File: src/rtl/ddr_test_uart_pkg.sv
// ddr_test_uart_pkg: shared constants and state types for the UART command front-end
// Contents: frame start byte, command codes, receiver/parser state enums, checksum helper.
package ddr_test_uart_pkg;
    localparam logic [7:0] SOF_BYTE        = 8'hA5;
    localparam logic [7:0] CMD_START       = 8'h01;
    localparam logic [7:0] CMD_STOP        = 8'h02;
    localparam logic [7:0] CMD_SET_PATTERN = 8'h03;
    localparam logic [7:0] CMD_CLR_ERR     = 8'h04;

    typedef enum logic [1:0] {R_IDLE, R_START, R_DATA, R_STOP} rx_state_t;
    typedef enum logic [2:0] {P_SOF, P_CMD, P_ARGH, P_ARGL, P_CHK} parser_state_t;

    function automatic logic [7:0] frame_chk(input logic [7:0] c, input logic [7:0] a, input logic [7:0] b);
        return c ^ a ^ b;
    endfunction
endpackage

File: src/rtl/uart_rx_byte.sv
// uart_rx_byte: 8N1 byte receiver with input synchronizer and baud/bit counters
// Ports: clk_i, rst_ni (async low), rxd_i serial in; byte_valid_o/byte_data_o one-cycle byte strobe,
// frame_err_o one-cycle bad-stop strobe, idle_o high while waiting for a start bit.
module uart_rx_byte
    import ddr_test_uart_pkg::*;
#(
    parameter int CLKS_PER_BIT = 434
) (
    input  logic       clk_i,
    input  logic       rst_ni,
    input  logic       rxd_i,
    output logic       byte_valid_o,
    output logic [7:0] byte_data_o,
    output logic       frame_err_o,
    output logic       idle_o
);
    localparam int CW   = $clog2(CLKS_PER_BIT + 1);
    localparam int HALF = CLKS_PER_BIT / 2;

    rx_state_t   state_q, state_d;
    logic [1:0]  sync_q;
    logic        prev_q;
    logic [CW-1:0] cnt_q, cnt_d;
    logic [2:0]  bit_q, bit_d;
    logic [7:0]  data_q, data_d;
    logic        byte_valid_q, byte_valid_d;
    logic        frame_err_q, frame_err_d;
    logic        rx_s, fall, tick;

    assign rx_s = sync_q[1];
    assign fall = prev_q & ~rx_s;
    // cnt_q counts down to the next sample point; zero marks a sample cycle
    assign tick = cnt_q == '0;

    always_comb begin
        state_d      = state_q;
        cnt_d        = tick ? CW'(CLKS_PER_BIT - 1) : cnt_q - CW'(1);
        bit_d        = bit_q;
        data_d       = data_q;
        byte_valid_d = 1'b0;
        frame_err_d  = 1'b0;
        case (state_q)
            R_IDLE: begin
                cnt_d = CW'(HALF - 1);
                if (fall) state_d = R_START;
            end
            R_START: if (tick) begin
                state_d = rx_s ? R_IDLE : R_DATA;
                bit_d   = '0;
            end
            R_DATA: if (tick) begin
                data_d = {rx_s, data_q[7:1]};
                bit_d  = bit_q + 3'd1;
                if (bit_q == 3'd7) state_d = R_STOP;
            end
            R_STOP: if (tick) begin
                state_d      = R_IDLE;
                byte_valid_d = rx_s;
                frame_err_d  = ~rx_s;
            end
            default: state_d = R_IDLE;
        endcase
    end

    always_ff @(posedge clk_i or negedge rst_ni) begin
        if (!rst_ni) begin
            sync_q       <= 2'b11;
            prev_q       <= 1'b1;
            state_q      <= R_IDLE;
            cnt_q        <= '0;
            bit_q        <= '0;
            data_q       <= '0;
            byte_valid_q <= 1'b0;
            frame_err_q  <= 1'b0;
        end else begin
            sync_q       <= {sync_q[0], rxd_i};
            prev_q       <= rx_s;
            state_q      <= state_d;
            cnt_q        <= cnt_d;
            bit_q        <= bit_d;
            data_q       <= data_d;
            byte_valid_q <= byte_valid_d;
            frame_err_q  <= frame_err_d;
        end
    end

    assign byte_valid_o = byte_valid_q;
    assign byte_data_o  = data_q;
    assign frame_err_o  = frame_err_q;
    assign idle_o       = state_q == R_IDLE;
endmodule

File: src/rtl/ddr_test_uart_cmd.sv
// ddr_test_uart_cmd: UART command frame parser delivering checksummed commands over ready/valid
// Ports: free_clk, rst_board (async low), uart_rxd serial in; cmd_valid/cmd_ready/cmd_code/cmd_arg
// command handshake; rx_busy mid-frame flag; err_frame_cnt/err_chk_cnt saturating error counts;
// overflow sticky dropped-frame flag.
module ddr_test_uart_cmd
    import ddr_test_uart_pkg::*;
#(
    parameter int CLKS_PER_BIT = 434,
    parameter int TIMEOUT_BITS = 20
) (
    input  logic        free_clk,
    input  logic        rst_board,
    input  logic        uart_rxd,
    output logic        cmd_valid,
    input  logic        cmd_ready,
    output logic [7:0]  cmd_code,
    output logic [15:0] cmd_arg,
    output logic        rx_busy,
    output logic [7:0]  err_frame_cnt,
    output logic [7:0]  err_chk_cnt,
    output logic        overflow
);
    localparam int TO_MAX = TIMEOUT_BITS * CLKS_PER_BIT;
    localparam int TW     = $clog2(TO_MAX + 1);

    logic       bv, fe, rx_idle;
    logic [7:0] bd;

    uart_rx_byte #(.CLKS_PER_BIT(CLKS_PER_BIT)) u_rx (
        .clk_i       (free_clk),
        .rst_ni      (rst_board),
        .rxd_i       (uart_rxd),
        .byte_valid_o(bv),
        .byte_data_o (bd),
        .frame_err_o (fe),
        .idle_o      (rx_idle)
    );

    parser_state_t ps_q, ps_d;
    logic [7:0]    cmd_q, cmd_d, argh_q, argh_d, argl_q, argl_d;
    logic [TW-1:0] to_q, to_d;
    logic          valid_q, valid_d, ovf_q, ovf_d;
    logic [7:0]    code_q, code_d, fcnt_q, fcnt_d, ccnt_q, ccnt_d;
    logic [15:0]   arg_q, arg_d;
    logic          chk_byte, frame_done, chk_bad, load;

    assign chk_byte   = bv && ps_q == P_CHK;
    assign frame_done = chk_byte && bd == frame_chk(cmd_q, argh_q, argl_q);
    assign chk_bad    = chk_byte && !frame_done;

    always_comb begin
        ps_d   = ps_q;
        cmd_d  = cmd_q;
        argh_d = argh_q;
        argl_d = argl_q;
        if (fe) ps_d = P_SOF;
        else if (bv) begin
            case (ps_q)
                P_SOF:  ps_d = bd == SOF_BYTE ? P_CMD : P_SOF;
                P_CMD:  begin cmd_d  = bd; ps_d = P_ARGH; end
                P_ARGH: begin argh_d = bd; ps_d = P_ARGL; end
                P_ARGL: begin argl_d = bd; ps_d = P_CHK;  end
                default: ps_d = P_SOF;
            endcase
        end else if (to_q == TW'(TO_MAX)) ps_d = P_SOF;
    end

    // gap timer only advances while no byte is being received
    assign to_d = (bv || ps_q == P_SOF) ? '0 : rx_idle ? to_q + TW'(1) : to_q;

    // a frame completing in the accept cycle replaces the held one without overflow
    assign load    = frame_done && (!valid_q || cmd_ready);
    assign valid_d = load | (valid_q & ~cmd_ready);
    assign ovf_d   = ovf_q | (frame_done & valid_q & ~cmd_ready);
    assign code_d  = load ? cmd_q : code_q;
    assign arg_d   = load ? {argh_q, argl_q} : arg_q;
    assign fcnt_d  = (fe && fcnt_q != 8'hFF) ? fcnt_q + 8'd1 : fcnt_q;
    assign ccnt_d  = (chk_bad && ccnt_q != 8'hFF) ? ccnt_q + 8'd1 : ccnt_q;

    always_ff @(posedge free_clk or negedge rst_board) begin
        if (!rst_board) begin
            ps_q    <= P_SOF;
            cmd_q   <= '0;
            argh_q  <= '0;
            argl_q  <= '0;
            to_q    <= '0;
            valid_q <= 1'b0;
            ovf_q   <= 1'b0;
            code_q  <= '0;
            arg_q   <= '0;
            fcnt_q  <= '0;
            ccnt_q  <= '0;
        end else begin
            ps_q    <= ps_d;
            cmd_q   <= cmd_d;
            argh_q  <= argh_d;
            argl_q  <= argl_d;
            to_q    <= to_d;
            valid_q <= valid_d;
            ovf_q   <= ovf_d;
            code_q  <= code_d;
            arg_q   <= arg_d;
            fcnt_q  <= fcnt_d;
            ccnt_q  <= ccnt_d;
        end
    end

    assign cmd_valid     = valid_q;
    assign cmd_code      = code_q;
    assign cmd_arg       = arg_q;
    assign rx_busy       = ps_q != P_SOF;
    assign err_frame_cnt = fcnt_q;
    assign err_chk_cnt   = ccnt_q;
    assign overflow      = ovf_q;
endmodule

File: config.mk
export PLATFORM = sky130hd
export DESIGN_NAME = ddr_test_uart_cmd
export DESIGN_NICKNAME = d
export VERILOG_FILES = /design/src/rtl/ddr_test_uart_pkg.sv /design/src/rtl/uart_rx_byte.sv /design/src/rtl/ddr_test_uart_cmd.sv
export SDC_FILE = /design/constraint.sdc
export NUM_CORES = 1
export LEC_CHECK = 0
export BUFFER_PORTS_ARGS = -buffer_cell sky130_fd_sc_hd__buf_2
export CAP_MARGIN = 40
export CORE_MARGIN = 2
export CORE_UTILIZATION = 59
export DETAILED_ROUTE_END_ITERATION = 7
export HOLD_SLACK_MARGIN = 0.02
export PLACE_DENSITY = 0.79
export REMOVE_ABC_BUFFERS = 1
export SYNTH_ARGS = -nofsm -noshare
export SYNTH_HDL_FRONTEND = slang
export SYNTH_SLANG_ARGS = --single-unit
File: constraint.sdc
create_clock -name free_clk -period 2.64 [get_ports free_clk]
set_input_delay 0.264 -clock free_clk [delete_from_list [all_inputs] [get_ports free_clk]]
set_output_delay 0.264 -clock free_clk [all_outputs]
set_load 0.01 [all_outputs]
Yosys cells after proc, flatten, opt, wreduce, memory -nomap -nowiden
Cells that the tools add are included.
{"block": "totals", "output_inout_bits": 43, "romBits": 0, "regBits": 110, "input_bits": 4, "ram_bits": 0, "latchBits": 0, "mem_count": 0}
{"block": "op_classes", "n_shift": 0, "add_sub_neg": 5, "n_mux": 23, "n_lt_le_gt_ge": 0, "n_mul": 0, "reduce_logical": 23, "div": 0, "n_eq_ne": 18, "bitwise_logic": 11}
{"operator": "$mux 14", "n": 2}
{"operator": "$mux 9", "n": 2}
{"operator": "$add 8x1->8 const B", "n": 2}
{"operator": "$ne 8x8->1 const B", "n": 2}
{"operator": "$xor 8x8->8", "n": 2}
{"operator": "$mux 3", "n": 5}
{"operator": "$add 14x1->14 const B", "n": 1}
{"operator": "$eq 14x14->1 const B", "n": 1}
{"operator": "$mux 2", "n": 6}
{"operator": "$pmux 3 s4", "n": 1}
{"operator": "$reduce_and 3->1", "n": 4}
{"operator": "$ne 2x1->1 const B", "n": 5}
{"operator": "$logic_not 9->1", "n": 1}
{"operator": "$sub 9x1->9 const B", "n": 1}
{"operator": "$eq 8x8->1", "n": 1}
{"operator": "$eq 8x8->1 const B", "n": 1}
{"operator": "$pmux 2 s4", "n": 1}
{"operator": "$eq 3x2->1 const B", "n": 2}
{"operator": "$eq 3x3->1 const B", "n": 2}
{"operator": "$logic_and 1x1->1", "n": 6}
{"operator": "$pmux 3 s2", "n": 1}
{"operator": "$reduce_bool 3->1", "n": 2}
{"operator": "$mux 1", "n": 5}
{"operator": "$reduce_and 5->1", "n": 1}
{"operator": "13 further kinds", "n": 23}

Depth between registers and ports, before layout
Gate-level depths: netlist of the first run.
{"block": "depth", "ltp_word": 7, "mapped_depth": 9}

Modules after synthesis
A second synthesis of the first run with hierarchy kept.
{"block": "hier_totals", "cells_unflattened": 392, "hier_area_um2": 4984.8}
{"mod": "ddr_test_uart_cmd", "cells_each": 293, "area_per_inst_um2": 3782.4, "instances": 1}
{"mod": "uart_rx_byte", "cells_each": 99, "area_per_inst_um2": 1202.4, "instances": 1}

Worst setup path after synthesis of the first run
No wires, ideal clock.
{"block": "synth_timing", "path_type": "reg-to-reg", "from": "register ccnt_q[0] (netlist: err_chk_cnt[0])", "to": "register ccnt_q[4] (netlist: err_chk_cnt[4])", "arrival_time_ns": 1.902, "stages_incl_launch_ff": 8, "synth_period_minus_slack_ns": 2.029, "required_time_ns": 2.513, "setup_slack_ns": 0.611, "cell_sequence": "dfrtp_1 -> ha_1 -> and3_1 -> and3_1 -> and3_1 -> clkbuf_1 -> or4b_1 -> xnor2_1"}
{"block": "synth_via", "elab_chain_len": 2, "word_cells_on_any_way": 3}
{"item": "from (decl)", "line": "ddr_test_uart_cmd.sv:43", "text": "logic [7:0] code_q, code_d, fcnt_q, fcnt_d, ccnt_q, ccnt_d;"}
{"item": "from (signal assigned)", "line": "ddr_test_uart_cmd.sv:104", "text": "ccnt_q <= ccnt_d;"}
{"item": "parallel branches: the longest is 2 deep, another holds $add 8x1->8"}
Several ways; the timed one is not identified.
A chain may end at the register's enable or synchronous reset.

Final worst setup path of the first run
{"block": "layout_timing", "from": "register u_rx.data_q[5] (netlist: u_rx.byte_data_o[5])", "to": "register arg_q[0] (netlist: cmd_arg[0])"}
{"block": "layout_via", "elab_chain_len": 3}
{"item": "from (decl)", "line": "uart_rx_byte.sv:25", "text": "logic [7:0] data_q, data_d;"}
{"item": "from (signal assigned)", "line": "uart_rx_byte.sv:81", "text": "data_q <= data_d;"}
{"item": "$eq 8x8->1", "line": "ddr_test_uart_cmd.sv:48", "text": "assign frame_done = chk_byte && bd == frame_chk(cmd_q, argh_q, argl_q);"}
{"item": "$logic_and 1x1->1", "line": "ddr_test_uart_cmd.sv:48"}
{"item": "$logic_and 1x1->1", "line": "ddr_test_uart_cmd.sv:72", "text": "assign load = frame_done && (!valid_q || cmd_ready);"}
{"item": "to (signal assigned)", "line": "ddr_test_uart_cmd.sv:102", "text": "arg_q <= arg_d;"}
{"item": "to (decl)", "line": "ddr_test_uart_cmd.sv:44", "text": "logic [15:0] arg_q, arg_d;"}
Every way passes these cells.

==> results of run 1 <==
[routing by layer]
metal	global-route usage [%]	routed length [um]	up-vias
li1	-	-	1456
met4	7.262	168	0
met3	4.855	258	14
met1	24.24	3637	1519
met2	34.73	4309	43
met5	0	0	-
[flip-flops by register name (all words and copies together), names as in the netlist, named ones only]
register           count
u_rx.byte_valid_o      1
argh_q                 8
u_rx.bit_q             3
overflow               1
cmd_code               8
cmd_q                  8
ps_q                   3
u_rx.frame_err_o       1
cmd_valid              1
err_frame_cnt          8
u_rx.byte_data_o       8
u_rx.state_q           1
cmd_arg               16
u_rx.prev_q            1
err_chk_cnt            8
to_q                  14
argl_q                 8
u_rx.sync_q            2
u_rx.cnt_q             9
[cell type report]
class / count / area share [%]
multi-input cells: 263 / 38.56
well taps: 105 / 2.384
clock buffers: 10 / 2.316
inverters: 7 / 0.4768
clock inverters: 6 / 0.8401
repair buffers: 54 / 5.404
flip-flops and latches: 110 / 50.02
[synthesized netlist by cell type, types with 3 or more instances]
library cell  number
dfrtp_1          107
mux2_2            40
xnor2_1           33
nor2_1            29
nand2_1           24
xor2_1            23
mux2_4            20
nand4_1           13
ha_1              11
nor3_1            11
nand3_1           10
and3_1             7
inv_1              7
a22o_1             6
clkbuf_1           5
a21oi_1            4
nand2b_1           4
o21ai_0            4
dfstp_2            3
nor4_1             3
[per-stage QoR]
step / cell area (um^2) / util, % / instances / power (mW) / hold WS, ns
floorplan: 4907 / - / 380 / 2.111 / -0.03159
global placement: 5316 / 64.70 / 537 / 2.217 / 0.3455
detailed placement: 5316 / 64.70 / 537 / 2.231 / 0.3481
CTS: 5510 / 67.06 / 555 / 3.142 / 0.1821
global route: 5510 / 67.06 / 555 / 3.273 / 0.1949
finish: 5510 / 67.06 / 555 / 3.106 / 0.1803
[timing repair]
action | 4_1_cts | 5_1_grt
hold endpoints to repair | 51 | 0
setup endpoints to repair | 0 | 0
gates resized for setup | 0 | 0
hold buffers | 2 | 0
[final timing paths]
path | cells after the start | endpoint
max | 6 | cmd_arg[0]
min | 3 | cmd_valid
max reg2reg | 6 | cmd_arg[0]
min reg2reg | 0 | u_rx.sync_q[1]
max in group asynchronous | 3 | err_frame_cnt[7]
min in group asynchronous | 2 | cmd_code[5]
[worst max-delay path, stage by stage (launching register included)]
cell	delay, ns
dfrtp_1	0.47
xnor2_1	0.24
xnor2_1	0.15
nand4_1	0.22
nor2_4	0.24
and3_4	0.51
mux2_2	0.38
[where the power goes]
part / total [mW] / internal, mW / switching [mW]
clock network: 0.910 / 0.348 / 0.562
logic: 0.399 / 0.165 / 0.234
registers: 1.80 / 1.74 / 0.0534
total: 3.11 / 2.26 / 0.849
[cell usage in the layout (no fill, tap or decap), types with 3 or more instances in the layout]
cell type | Yosys | final
inv_1 | 7 | 7
clkbuf_8 | 0 | 9
nand4_1 | 13 | 13
and3_1 | 7 | 7
nand2_1 | 24 | 24
xnor2_1 | 33 | 33
xor2_1 | 23 | 23
buf_2 | 1 | 45
nor3_1 | 11 | 11
dfstp_2 | 3 | 3
nor2_1 | 29 | 29
nand2b_1 | 4 | 4
nor4_1 | 3 | 3
ha_1 | 11 | 11
buf_4 | 0 | 7
nand3_1 | 10 | 10
mux2_4 | 20 | 20
a21oi_1 | 4 | 4
dfrtp_1 | 107 | 107
o21ai_0 | 4 | 4
a22o_1 | 6 | 6
mux2_2 | 40 | 40
[logic make-up (layout without fill, tap and decap cells)]
group	count (synthesis)	count (layout)	synth area share (%)
buffers and inverters	16	77	2.108
muxes	62	62	15.46
adders and majority gates	11	11	2.760
DFF	110	110	55.28
xor gates and xnor gates	56	56	9.837
and+or+nand+nor	114	114	11.79
AOI/OAI and AO/OA	20	20	2.760
==> flow_summary.ini, run 1 <==
[critical_path]
crit_start = u_rx.byte_data_o[5]
critPathMaxFanout = 24
cp.required_ns = 2.91
r2r-start = u_rx.byte_data_o[5]
critPathArrivalTime_ns = 2.59
reg2reg_slack_ns = 0.32
crit_type = reg2reg
start_kind = flop
crit_path_end_kind = flop

[synth]
synth_flop_cell = dfrtp_1
synthArstFlopShare_pct = 100.0
synth_top_cell_area_share_pct = 53.70
synth.area.top_cells = dfrtp_1 54%, mux2_2 9.0%, mux2_4 6.0%, xnor2_1 5.8%, xor2_1 4.0%
synth-edff-count = 0
avgSynthCellArea_um2 = 12.82
synth_cells = 389
synth.distinct_cells = 40
synth_area_mm2 = 0.004986
yosys_warnings = 0
seq_area_frac_synth_pct = 55.28
synth_top_area_cell = dfrtp_1
ys_seq_elements = 110

[final_layout]
diodes = 0
area_delta_synth_final_pct = 10.51
n_fill_cell = 614
multiInputGateArea_mm2 = 0.002125
drive_gt1_share_pct = 29.56
layout.nets = 460
area.sequential_mm2 = 0.002756

[grt]
grt_pass1_vias = 3070
gr-total-overflow = 0
antenna_found_initial = 0
grt_pass1_wl_mm = 14.10
grt_max_degree = 57
grt_usage_pct = 20.00

[floorplan]
num_io_pins = 47
rows = 33
initial_core_util_pct = 60.68
die_h_um = 95.93
core_mm2 = 0.008217
die-area_mm2 = 0.009203
die_w_um = 95.93

[sta]
finalSetupTns_ns = 0
min_period_ns = 2.324
tightest_slew_ns = 0.6976
min_period_over_period_pct = 88.01
fmax_mhz = 430.4
setup_violations = 0
rsz0062_at_grt = no
hold_viol = 0
relSlewSlack_pct = 53.50
fin_ws_ns = 0.3165
final_max_slew_viol_count = 0
skew_ns = 0.01321

[route]
drt-vias-per-instance = 5.463
drc = 0
routedWlPerCell_um = 15.09
drt_wl_total_mm = 8.374
dr.pass1.iters = 4
ant_nets = 0
drt_iter0_markers = 154
dr_total_vias = 3032

[place]
pre_cts_slack_ns = 0.3037
gp_congestion = 0.7927
portBuffers = 46
hpwl_mm = 5.944

[clocking]
root_buffer = clkbuf_8
cts_setup_buffers = 0
clock_latency_ns = 0.38
clock_sinks = 110
cts_tree = built
htree_num_levels = 3
cts-buffers-inserted = 9
clk_path_buf_depth = 2
clk_pin_slew_ns = 0.10

[power_and_ir_drop]
p_leak_nw = 2.770
irDropWorstVdd_mv = 0.3867
power_density_mw_per_mm2 = 563.7

[worst_hold_path]
min_from = cmd_ready
hold_path.class = in2reg

[flow_run]
cap_viol_max_count = 0

[outcome]
status = finished clean
(Power assumes the default switching activity.)
==> run 2, diff against run 1 <==
--- a/config.mk
+++ b/config.mk
@@ -5,6 +5,7 @@
 export SDC_FILE = /design/constraint.sdc
 export NUM_CORES = 1
 export LEC_CHECK = 0
+export ABC_AREA = 1
 export BUFFER_PORTS_ARGS = -buffer_cell sky130_fd_sc_hd__buf_2
 export CAP_MARGIN = 40
 export CORE_MARGIN = 2
==> run 2 against run 1 <==
Fmax increased by 8.7%. Design area increased by 8.1%. Highest routed layer unchanged. Combinational power decreased by 2%. Via count increased by 45%. Flip-flop and latch count unchanged. Power about the same. Worst hold slack improved by 0.18 ns. Global-route usage increased by 3.1 points. Area after synthesis increased by 8.8%.
==> flow_summary.ini, run 2 <==
[outcome]
status = finished clean

[synth]
synth-edff-count = 0
avgSynthCellArea_um2 = 8.073
synth_flop_cell = dfrtp_1
synthTopCellsByCount = 221 x nand2_1, 107 x dfrtp_1, 88 x inv_1
synth_top_cell_area_share_pct = 49.35
ys_seq_elements = 110
yosys_warnings = 0
synthArstFlopShare_pct = 100.0
yosysMostFrequentCell = nand2_1
synth.distinct_cells = 34
seq_area_frac_synth_pct = 50.81
synth_top_area_cell = dfrtp_1
synth_area_mm2 = 0.005425
synth.area.top_cells = dfrtp_1 49%, nand2_1 15%, inv_1 6.1%, nand4_1 4.6%, o21ai_0 4.0%
synth_cells = 672

[power_and_ir_drop]
p_leak_nw = 3.133
irDropWorstVdd_mv = 0.4795
power_density_mw_per_mm2 = 521.5

[critical_path]
crit_path_end_kind = flop
cp.required_ns = 2.94
critPathArrivalTime_ns = 2.43
r2r-start = u_rx.state_q[0]
path_buf_inv = 2
critPathMaxFanout = 14
crit_cells = 8
reg2reg_slack_ns = 0.50
path_cells = inv_1, ha_1, inv_2, nor3_2, nand3_1, nor2_1, a31oi_1, nor3_1
start_kind = flop
rr_endpoint = to_q[10]
crit_type = reg2reg
critPathMaxStageDelay_ns = 0.47
critPathSlowestCell = ha_1
rr_worst_depth = 8
critPathTopFamily = simple AND/OR/NAND/NOR gates

[grt]
grt_pass1_wl_mm = 18.51
antenna_found_initial = 0
grt_pass1_vias = 4278
grt_max_degree = 66
gr-total-overflow = 0
met2_usage_pct = 40.85
met1_usage_pct = 28.15
grt_use_met3_pct = 4.526
grt_usage_pct = 23.09
grt-busiest-layer = met2

[route]
routedWlPerCell_um = 12.82
drt_iter0_markers = 208
dr.pass1.iters = 5
drt-vias-per-instance = 5.296
ant_nets = 0
dr_total_vias = 4406
drc = 0
drt_wl_total_mm = 10.67

[worst_hold_path]
hold-path-cell-count = 0
hold_end = u_rx.sync_q[1]
min_from = u_rx.sync_q[0]
hold_path.class = reg2reg

[place]
gp_congestion = 0.8769
dpl_cell_area_mm2 = 0.005756
portBuffers = 46
pre_cts_slack_ns = 0.5137
hpwl_mm = 7.630

[final_layout]
layout.nets = 734
drive_gt1_share_pct = 11.88
area_delta_synth_final_pct = 9.802
multiInputGateArea_mm2 = 0.002236
area.sequential_mm2 = 0.002756
final_cell_mix = 221 x nand2_1, 107 x dfrtp_1, 88 x inv_1
final_common_cell = nand2_1
n_fill_cell = 746
largest_reg_flops = 16
diodes = 0
design_area_mm2 = 0.005957

[flow_run]
cap_viol_max_count = 0

[floorplan]
die_w_um = 99.89
core_mm2 = 0.008806
initial_core_util_pct = 61.61
die-area_mm2 = 0.009978
rows = 34
num_io_pins = 47
die_h_um = 99.89

[sta]
relSlewSlack_pct = 48.37
final_max_slew_viol_count = 0
fin_ws_ns = 0.5025
rsz0062_at_grt = no
fmax_mhz = 467.8
skew_ns = 0.009848
setup_violations = 0
min_period_ns = 2.138
min_period_over_period_pct = 80.97
hold_viol = 0
tightest_slew_ns = 0.7721
finalSetupTns_ns = 0

[clocking]
root_buffer = clkbuf_8
clk_path_buf_depth = 2
cts-buffers-inserted = 9
clock_sinks = 110
clk_pin_slew_ns = 0.10
cts-resized-gates = 0
clock_latency_ns = 0.38
cts_tree = built
htree_num_levels = 3
run 2: cell types whose count changed in the layout (fill, tap and decap cells not counted), moves of 20 or more:
cell     previous run  this run
o21ai_0             4        43
xnor2_1            33        10
mux2_2             40         2
nand2_1            24       221
nand4_1            13        40
inv_1               7        88
mux2_4             20         0
run 2: kinds of logic after synthesis:
group / count (synthesis) / synth area share [%]
compound gates: 72 / 6.942
xor+xnor: 20 / 3.229
mux: 2 / 0.4151
simple gates: 348 / 28.09
buf+inv: 109 / 7.980
flops: 110 / 50.81
fa+ha+maj: 11 / 2.537
run 2: how the worst max path moves through the flow:
stage / startpoint / endpoint / slack (ns)
after CTS: u_rx.state_q[0] / to_q[10] / 0.50
after floorplan: ps_q[0] / cmd_arg[0] / 0.30
after detailed placement: u_rx.state_q[0] / to_q[10] / 0.51
after global routing: u_rx.state_q[0] / to_q[10] / 0.22
final: u_rx.state_q[0] / to_q[10] / 0.50
after global placement: u_rx.state_q[0] / to_q[12] / 0.63
run 2: per-layer routing:
metal / wire length [um] / share of wire [%]
met5: 0 / 0
met1: 4771 / 45
met2: 5233 / 49
met3: 411 / 3.9
met4: 252 / 2.4
run 2: repair_timing:
action | in CTS | in global routing
hold buffers | 2 | 0
setup buffers | 0 | 0
endpoints found under the hold margin | 35 | 0
run 2: layout make-up:
cell class                      instances  share of cell area [%]
Sequential cell                       110                   46.27
Multi-Input combinational cell        453                   37.53
Inverter                               92                   5.797
Timing Repair Buffer                   53                   5.083
Clock buffer                           10                   2.310
Tap cell                              108                   2.268
Clock inverter                          6                  0.7351
run 2: per-stage QoR:
stage	instances	total power, mW	hold WS, ns	util, %
2_1_floorplan	655	2.080	-0.03159	-
3_3_place_gp	814	2.167	0.2514	65.36
3_5_place_dp	814	2.196	0.2560	65.36
4_1_cts	832	3.129	0.3649	67.65
5_1_grt	832	3.260	0.3698	67.65
6_report	832	3.106	0.3645	67.65
run 2: power by group:
| part | switching (mW) | total [mW] | internal (mW) |
|---|---|---|---|
| clock | 0.567 | 0.942 | 0.374 |
| combinational | 0.266 | 0.391 | 0.124 |
| sequential | 0.0372 | 1.77 | 1.74 |
